--- src/rtl/chunked_adder.sv ---
// Multi-cycle adder/subtractor: one CHUNK-bit slice per clock, LSB slice first, valid/ready on both sides.
// Optional signed-overflow output enabled by defining CHUNKED_ADDER_OVERFLOW_EN.
module chunked_adder #(
    parameter int WIDTH = 16,
    parameter int CHUNK = 4
) (
    input  logic             clk,
    input  logic             rst_n,
    input  logic             in_valid,
    output logic             in_ready,
    input  logic [WIDTH-1:0] a,
    input  logic [WIDTH-1:0] b,
    input  logic             sub,
    output logic             out_valid,
    input  logic             out_ready,
    output logic [WIDTH:0]   sum
`ifdef CHUNKED_ADDER_OVERFLOW_EN
    ,
    output logic             ovf
`endif
);

    localparam int NCHUNK = WIDTH / CHUNK;
    localparam int IDXW   = (NCHUNK > 1) ? $clog2(NCHUNK) : 1;
    localparam logic [IDXW-1:0] LAST_IDX = IDXW'(NCHUNK - 1);

    localparam logic [1:0] ST_IDLE = 2'd0;
    localparam logic [1:0] ST_BUSY = 2'd1;
    localparam logic [1:0] ST_DONE = 2'd2;

    logic [1:0]       state_reg;
    logic [1:0]       state_next;
    logic [WIDTH-1:0] a_reg;
    logic [WIDTH-1:0] b_reg;
    logic             carry_reg;
    logic [IDXW-1:0]  idx_reg;
    logic             cout_reg;

    logic             in_xfer;
    logic             busy;
    logic             last_slice;
    logic [CHUNK-1:0] a_cur;
    logic [CHUNK-1:0] b_cur;
    logic [CHUNK-1:0] s_cur;
    logic             c_cur;

    assign in_ready   = (state_reg == ST_IDLE) || ((state_reg == ST_DONE) && out_ready);
    assign out_valid  = (state_reg == ST_DONE);
    assign in_xfer    = in_valid && in_ready;
    assign busy       = (state_reg == ST_BUSY);
    assign last_slice = (idx_reg == LAST_IDX);

    // Slice selection as a constant-index mux so every select is a fixed part-select.
    always_comb begin
        a_cur = '0;
        b_cur = '0;
        for (int i = 0; i < NCHUNK; i++) begin
            if (idx_reg == IDXW'(i)) begin
                a_cur = a_reg[i*CHUNK +: CHUNK];
                b_cur = b_reg[i*CHUNK +: CHUNK];
            end
        end
    end

    assign {c_cur, s_cur} = {1'b0, a_cur} + {1'b0, b_cur} + {{CHUNK{1'b0}}, carry_reg};

    always_comb begin
        state_next = state_reg;
        case (state_reg)
            ST_IDLE: begin
                if (in_xfer) begin
                    state_next = ST_BUSY;
                end
            end
            ST_BUSY: begin
                if (last_slice) begin
                    state_next = ST_DONE;
                end
            end
            ST_DONE: begin
                if (in_xfer) begin
                    state_next = ST_BUSY;
                end else if (out_ready) begin
                    state_next = ST_IDLE;
                end
            end
            default: state_next = ST_IDLE;
        endcase
    end

    // Subtraction is folded in at capture: invert b and seed the carry with 1.
    always_ff @(posedge clk or negedge rst_n) begin
        if (!rst_n) begin
            state_reg <= ST_IDLE;
            a_reg     <= '0;
            b_reg     <= '0;
            carry_reg <= 1'b0;
            idx_reg   <= '0;
            cout_reg  <= 1'b0;
        end else begin
            state_reg <= state_next;
            if (in_xfer) begin
                a_reg     <= a;
                b_reg     <= b ^ {WIDTH{sub}};
                carry_reg <= sub;
                idx_reg   <= '0;
            end else if (busy) begin
                carry_reg <= c_cur;
                idx_reg   <= last_slice ? '0 : idx_reg + 1'b1;
                if (last_slice) begin
                    cout_reg <= c_cur;
                end
            end
        end
    end

    genvar gi;
    generate
        for (gi = 0; gi < NCHUNK; gi++) begin : g_slice
            logic [CHUNK-1:0] res_reg;

            always_ff @(posedge clk or negedge rst_n) begin
                if (!rst_n) begin
                    res_reg <= '0;
                end else if (busy && (idx_reg == IDXW'(gi))) begin
                    res_reg <= s_cur;
                end
            end

            assign sum[gi*CHUNK +: CHUNK] = res_reg;
        end
    endgenerate

    assign sum[WIDTH] = cout_reg;

`ifdef CHUNKED_ADDER_OVERFLOW_EN
    logic ovf_reg;
    logic c_into_msb;

    // Carry into the MSB recovered from the MSB's own sum bit.
    assign c_into_msb = a_cur[CHUNK-1] ^ b_cur[CHUNK-1] ^ s_cur[CHUNK-1];

    always_ff @(posedge clk or negedge rst_n) begin
        if (!rst_n) begin
            ovf_reg <= 1'b0;
        end else if (busy && last_slice) begin
            ovf_reg <= c_into_msb ^ c_cur;
        end
    end

    assign ovf = ovf_reg;
`endif

endmodule

--- config.mk ---
export PLATFORM = sky130hd
export DESIGN_NAME = chunked_adder
export DESIGN_NICKNAME = d
export VERILOG_FILES = /design/src/rtl/chunked_adder.sv
export SDC_FILE = /design/constraint.sdc
export NUM_CORES = 1
export LEC_CHECK = 0
export CORE_AREA = 5 5 76 78
export DETAILED_ROUTE_END_ITERATION = 7
export DIE_AREA = 0 0 81 83
export GPL_ROUTABILITY_DRIVEN = 0
export PLACE_DENSITY_LB_ADDON = 0.1
export SKIP_CTS_REPAIR_TIMING = 1
export SKIP_LAST_GASP = 1
export SLEW_MARGIN = 20
export SYNTH_ARGS = -nofsm -noshare
export SYNTH_HDL_FRONTEND = slang
export SYNTH_SLANG_ARGS = --single-unit
--- constraint.sdc ---
create_clock -name clk -period 4.95 [get_ports clk]
set_input_delay 0.99 -clock clk [delete_from_list [all_inputs] [get_ports clk]]
set_output_delay 0.99 -clock clk [all_outputs]
set_load 0.02 [all_outputs]
==> metrics.md, run 1 <==
| Metric | Value |
|---|---|
| Power, Total | `around 0.0022 W` |
| Total CTS buffers | `5` |
| Reg-to-Reg End | `g_slice[3].res_reg[2]` |
| Slowest stage delay, CP | `610 ps` |
| Max Root-Sink Buffers | `2` |
| Layout Nets | `about 360` |
| WS Path Type | `in2out` |
| Final setup viols | `0` |
| Port Buffer Count | `55` |
| Fmax | `0.304 GHz` |
| Top FF cell, synth | `dfrtp_1` |
| Setup TNS | `0 ps` |
| Final Hold Violating Endpoints | `0` |
| Yosys warnings | `0` |
| CTS clk-pin slew, worst paths | `100 ps` |
| Core ar. | `0.00501 mm2` |
| Worst EP required | `3960 ps` |
| 1st-iter DRT viols | `77` |
| CP max-delay cell | `clkdlybuf4s50_1` |
| Yosys reg bits | `54` |
| Synthesized cell area | `0.00259 mm2` |
| Pleak | `approximately 1.4 nW` |
| Crit path buf inv count | `3` |
| Crit path cell chain | `clkdlybuf4s50_1 -> inv_1 -> a21oi_1 -> clkdlybuf4s50_1` |
| Vias | `1947` |
| First-pass GRT wire length | `about 9000 um` |
| Pre-antenna DRT Iters | `4` |
| N_diodes | `0` |
| Htree depth | `2` |
| GRT Residual Overflow | `0` |
| Via/cell ratio | `a little over 5` |
| Worst clock skew | `5.89 ps` |
| IR drop worst, VDD | `0.253 mV` |
| Chip Height | `83 um` |
| Final period util | `~66%` |
| Pwr Density | `680 mW/mm2` |
| DP HPWL | `3640 um` |
| Max Slew Vio Count | `0` |
| Worst slew pin tran | `roughly 910 ps` |
| Starting Density | `51.7%` |
| IO Count | `56` |
| Reg2Reg Depth | `9` |
| CTS sink count | `54` |
| Post-Syn Nets | `306` |
| R2r setup slk | `just over 2000 ps` |
| Routed WL | `5120 um` |
| Area Growth Syn to Fin | `25.7%` |
| Worst Path Max Fanout | `3` |
| Worst Hold Depth | `2` |
| Worst skew pair latency | `approximately 300 ps` |
| Slew HR | `39.2%` |
| Mean area per synthesized cell | `~10 um2` |
| WP data arrival | `2300 ps` |
| Finished Core Util | `65.0%` |
| PnR worst setup slack | `1660 ps` |
| Gr usage total | `16.9%` |
| Root Driver | `clkbuf_8` |
| CP Depth | `4` |
| Residual DRC count | `0` |
| Share of layout cells above drive strength 1 | `8.04%` |
| Post-layout min period | `~3300 ps` |
| Rows | `26` |
| Distinct cells, synth | `26` |
| DIE WIDTH | `between 80 and 90 um` |
| Outcome | `finished, final reports clean` |
| Post-synthesis cell count | `260` |
| Initial antenna violation count | `0` |
| Routed Antenna Nets | `0` |
| Critical Path Sink | `in_ready` |
| Crit path from | `out_ready` |
| Crit path top cell by count | `clkdlybuf4s50_1` |
| Routed wire per std cell | `13.4 um` |
| Largest net degree at the start of global routing | `56` |
| RSZ-0062 raised after global routing | `no` |
| Seq/Total Area, Yosys | `52.1%` |
| Setup crit end kind | `primary output` |
| Vias in the first global route | `1903` |
| EDFF count, synth | `0` |
| Share of async-settable or async-resettable flops after synthesis | `100%` |
| Pre-CTS WS | `approximately 1700 ps` |
| CTS tree | `built` |
| Crit path launch type | `input port` |
| R2R Path Start | `idx_reg[0]` |
| Maximum Capacitance Violations | `0` |
| Die Footprint | `0.00672 mm2` |
| HP Class | `reg2reg` |
| Family with the most delay on the worst path | `buffers and inverters` |
==> synth_stat cells (2+ instances only) <==
cell      number  share of area (%)
dfrtp_1       54                 52
nand2_1       42                6.1
a21oi_1       35                6.8
o21ai_0       29                5.6
nor2_1        15                2.2
xnor2_1       15                5.1
mux2_2        14                6.1
inv_1         12                1.7
ha_1           7                3.4
buf_2          5               0.97
clkbuf_1       5               0.72
nand3b_1       5                1.4
a22oi_1        3               0.87
xor2_1         3                1.0
a22o_1         2               0.68
buf_4          2               0.58
fa_1           2                1.5
nor2b_1        2               0.48
==> worst min path at each step <==
stage,from,endpoint,slack [ps]
CTS,g_slice[0].res_reg[0],g_slice[0].res_reg[0],490
detailed placement,g_slice[0].res_reg[0],g_slice[0].res_reg[0],470
floorplan,cout_reg,cout_reg,450
finish,g_slice[0].res_reg[0],g_slice[0].res_reg[0],490
global route,g_slice[0].res_reg[0],g_slice[0].res_reg[0],520
global placement,g_slice[1].res_reg[1],g_slice[1].res_reg[1],460
==> area by class of cell <==
| cell class | count | area (um2) |
|---|---|---|
| clock buffers | 7 | 86.3 |
| clock inverters | 1 | 5.00 |
| fillers | 469 | 1750 |
| inverters | 12 | 45.0 |
| multi-input cells | 180 | 1120 |
| flip-flops and latches | 54 | 1350 |
| well taps | 70 | 87.6 |
| repair buffers | 57 | 561 |
==> report_power, final <==
group | total [W] | internal, W | switching (W) | leakage (nW)
combinational | 0.00118 | 0.000516 | 0.000667 | 0.688
clock | 0.000254 | 0.000113 | 0.000141 | 0.0482
sequential | 0.000777 | 0.000658 | 0.000119 | 0.645
==> metal layers <==
| metal | up-vias | wire, um | part of all wire, % | global-route usage, % |
|---|---|---|---|---|
| li1 | 969 | - | - | - |
| met1 | 919 | 2270 | 44 | 22.3 |
| met2 | 52 | 2440 | 48 | 27.3 |
| met3 | 7 | 334 | 6.5 | 4.00 |
| met4 | 0 | 69 | 1.3 | 5.07 |
| met5 | - | 0 | 0 | 0 |
==> tightest hold or removal path, stage by stage, from the launching register on <==
cell and delay, ps:
dfrtp_1 350, nand2_1 50, o21ai_0 60
==> placed cells by master (no fill, tap or decap), drive strengths merged, types with 3 or more instances in the layout <==
master,synthesis,final
o21ai,29,29
nor2,15,15
buf,9,3
clkdlybuf4s50,0,54
a21oi,35,35
xnor2,15,15
nand2,42,42
nand3b,5,5
xor2,3,3
clkbuf,5,7
mux2,14,14
a22oi,3,3
ha,7,7
dfrtp,54,54
inv,12,12
==> cells by family after synthesis <==
logic type / share of synthesized area, %
mux: 6.08
buf+inv: 4.58
xor+xnor: 6.08
compound gates: 15.6
flops: 52.1
fa+ha+maj: 4.92
simple gates: 10.6
==> per-stage QoR <==
stage	std cells	hold WS (ps)	area, um2
after global placement	373	462	3170
after CTS	381	493	3260
after detailed placement	373	472	3170
after global routing	381	522	3260
final	381	488	3260
after floorplan	260	451	2590
Note: power is estimated with default switching activity, not from simulation.
==> inputs of run 2 (changes only) <==
--- a/config.mk
+++ b/config.mk
@@ -5,9 +5,9 @@
 export SDC_FILE = /design/constraint.sdc
 export NUM_CORES = 1
 export LEC_CHECK = 0
-export CORE_AREA = 5 5 76 78
+export CORE_AREA = 5 5 82 84
 export DETAILED_ROUTE_END_ITERATION = 7
-export DIE_AREA = 0 0 81 83
+export DIE_AREA = 0 0 87 89
 export GPL_ROUTABILITY_DRIVEN = 0
 export PLACE_DENSITY_LB_ADDON = 0.1
 export SKIP_CTS_REPAIR_TIMING = 1
==> constraint.sdc (replaced) <==
create_clock -name clk -period 2.8 [get_ports clk]
set_input_delay 0.56 -clock clk [delete_from_list [all_inputs] [get_ports clk]]
set_output_delay 0.56 -clock clk [all_outputs]
set_load 0.02 [all_outputs]
==> run 2 against run 1 <==
Against the previous run:
- sequential cell count stayed put
- critical path depth is 7 higher
- die area is 15% higher
- utilization is 7.8 points lower
- global-route usage is 1.7 points lower
- sequential share of layout area is 1.0 points lower
- via count is 1.1% lower
- count of clock-buffer cells in the layout is 2 lower
- highest routed layer unchanged
==> metrics.md, run 2 (same netlist as run 1, synthesis figures left out) <==
| Metric | Value |
|---|---|
| Rows | `28` |
| Commonest non-fill, non-tap cell in the layout | `clkdlybuf4s50_1` |
| Seq pwr share | `34.4%` |
| Routed Antenna Nets | `0` |
| PnR worst setup slack | `roughly 250 ps` |
| Max Root-Sink Buffers | `2` |
| Gr usage total | `between 15 and 20%` |
| IO Count | `56` |
| Final instance area | `0.00335 mm2` |
| CTS tree | `built` |
| Crit path from | `idx_reg[0]` |
| R2R Path Start | `idx_reg[0]` |
| Worst clock skew | `around 6.1 ps` |
| Worst EP required | `roughly 3000 ps` |
| Post-layout min period | `2550 ps` |
| Smallest hold slack | `367 ps` |
| Chip Height | `a little under 90 um` |
| Initial antenna violation count | `0` |
| Routed wire per std cell | `13.8 um` |
| GRT Residual Overflow | `0` |
| Final setup viols | `0` |
| Root Driver | `clkbuf_8` |
| Layout Nets | `359` |
| Die Footprint | `0.00774 mm2` |
| Vias | `1925` |
| Setup TNS | `0 ps` |
| Area Growth Syn to Fin | `29.2%` |
| Core ar. | `a little under 0.006 mm2` |
| Slew HR | `55.7%` |
| Share of layout cells above drive strength 1 | `roughly 12%` |
| Crit path launch type | `register` |
| Final Hold Violating Endpoints | `0` |
| Reg-to-Reg End | `carry_reg` |
| Maximum Capacitance Violations | `0` |
| Htree depth | `2` |
| CTS sink count | `54` |
| Setup crit end kind | `register` |
| Final period util | `between 90% and 100%` |
| Port Buffer Count | `55` |
| Post-placement cell area | `0.00321 mm2` |
| N_diodes | `0` |
| Outcome | `finished, final reports clean` |
| Vias in the first global route | `1927` |
| Net switching power | `0.00172 W` |
| R2r setup slk | `250 ps` |
| WP data arrival | `2770 ps` |
| 1st-iter DRT viols | `46` |
| Reg2Reg Depth | `11` |
| Comb pwr share | `between 50% and 60%` |
| Pre-antenna DRT Iters | `4` |
| Finished Core Util | `57.2%` |
| Max Slew Vio Count | `0` |
| Largest net degree at the start of global routing | `56` |
| Fmax | `0.392 GHz` |
| Pre-CTS WS | `-14.0 ps` |
| RSZ-0062 raised after global routing | `no` |
| Worst slew pin tran | `664 ps` |
| Worst skew pair latency | `a little over 300 ps` |
| Routed WL | `5370 um` |
| Clock share of power | `10.7%` |
| Via/cell ratio | `4.95` |
| Pint | `0.00234 W` |
| WS Path Type | `reg2reg` |
| CTS clk-pin slew, worst paths | `approximately 100 ps` |
| Worst Path Max Fanout | `9` |
| Starting Density | `44.3%` |
| Pwr Density | `1210 mW/mm2` |
| IR drop worst, VDD | `0.537 mV` |
| DIE WIDTH | `87 um` |
| Critical Path Sink | `carry_reg` |
| Pleak | `1.39 nW` |
| Sw Share | `42.4%` |
| Total CTS buffers | `5` |
| Residual DRC count | `0` |
| First-pass GRT wire length | `roughly 9300 um` |
| Most frequent cells in the layout | `54 x clkdlybuf4s50_1, 52 x dfrtp_1, 42 x nand2_1, 35 x a21oi_1, 29 x o21ai_0` |
| HP Class | `in2async` |
| DP HPWL | `3880 um` |
run 2: changes by cell type in the layout (fill, tap and decap cells not counted), sizes merged:
cell / delta
buf: +3
clkbuf: -2
clkinv: +1
clkinvlp: +1
run 2: layout make-up:
cell class,instances,area (um2)
tap,75,93.8
sequential,54,1350
fill,542,2500
multi-input combinational,180,1170
timing repair buffer,60,596
clock inverter,3,21.3
clock buffer,5,68.8
inverter,12,45.0
run 2: worst max-delay path, stage by stage (launching register included):
cell	delay [ps]
dfrtp_2	470
inv_2	120
ha_4	210
nand2_1	70
o21ai_0	150
a22oi_1	110
fa_1	450
fa_1	440
inv_1	80
a21o_1	100
a21oi_1	70
o221ai_1	190
run 2: how the worst min path moves through the flow:
stage / endpoint / slack (ps) / depth (start not counted)
floorplan: a_reg[0] / 260 / 0
global placement: g_slice[1].res_reg[1] / 460 / 2
detailed placement: g_slice[3].res_reg[2] / 470 / 2
CTS: g_slice[0].res_reg[1] / 390 / 2
global route: g_slice[0].res_reg[1] / 420 / 2
finish: a_reg[0] / 370 / 2
run 2: layer usage:
| layer | vias up | track usage, % | wire, um |
|---|---|---|---|
| li1 | 974 | - | - |
| met1 | 896 | 20.4 | 2470 |
| met2 | 48 | 24.7 | 2540 |
| met3 | 7 | 3.50 | 281 |
| met4 | 0 | 4.53 | 74 |
| met5 | - | 0 | 0 |
run 2: through the flow:
step           std cells  total power (W)
2_1_floorplan        260          0.00281
3_3_place_gp         381          0.00351
3_5_place_dp         381          0.00357
4_1_cts              389          0.00402
5_1_grt              389          0.00446
6_report             389          0.00406
run 2: power by group through the flow:
stage | logic [W] | clock network (W) | registers (W)
CTS | 0.00217 | 0.000447 | 0.00140
detailed placement | 0.00216 | 0 | 0.00141
floorplan | 0.00135 | 0 | 0.00147
global route | 0.00253 | 0.000482 | 0.00145
global placement | 0.00210 | 0 | 0.00141
finish | 0.00223 | 0.000434 | 0.00140
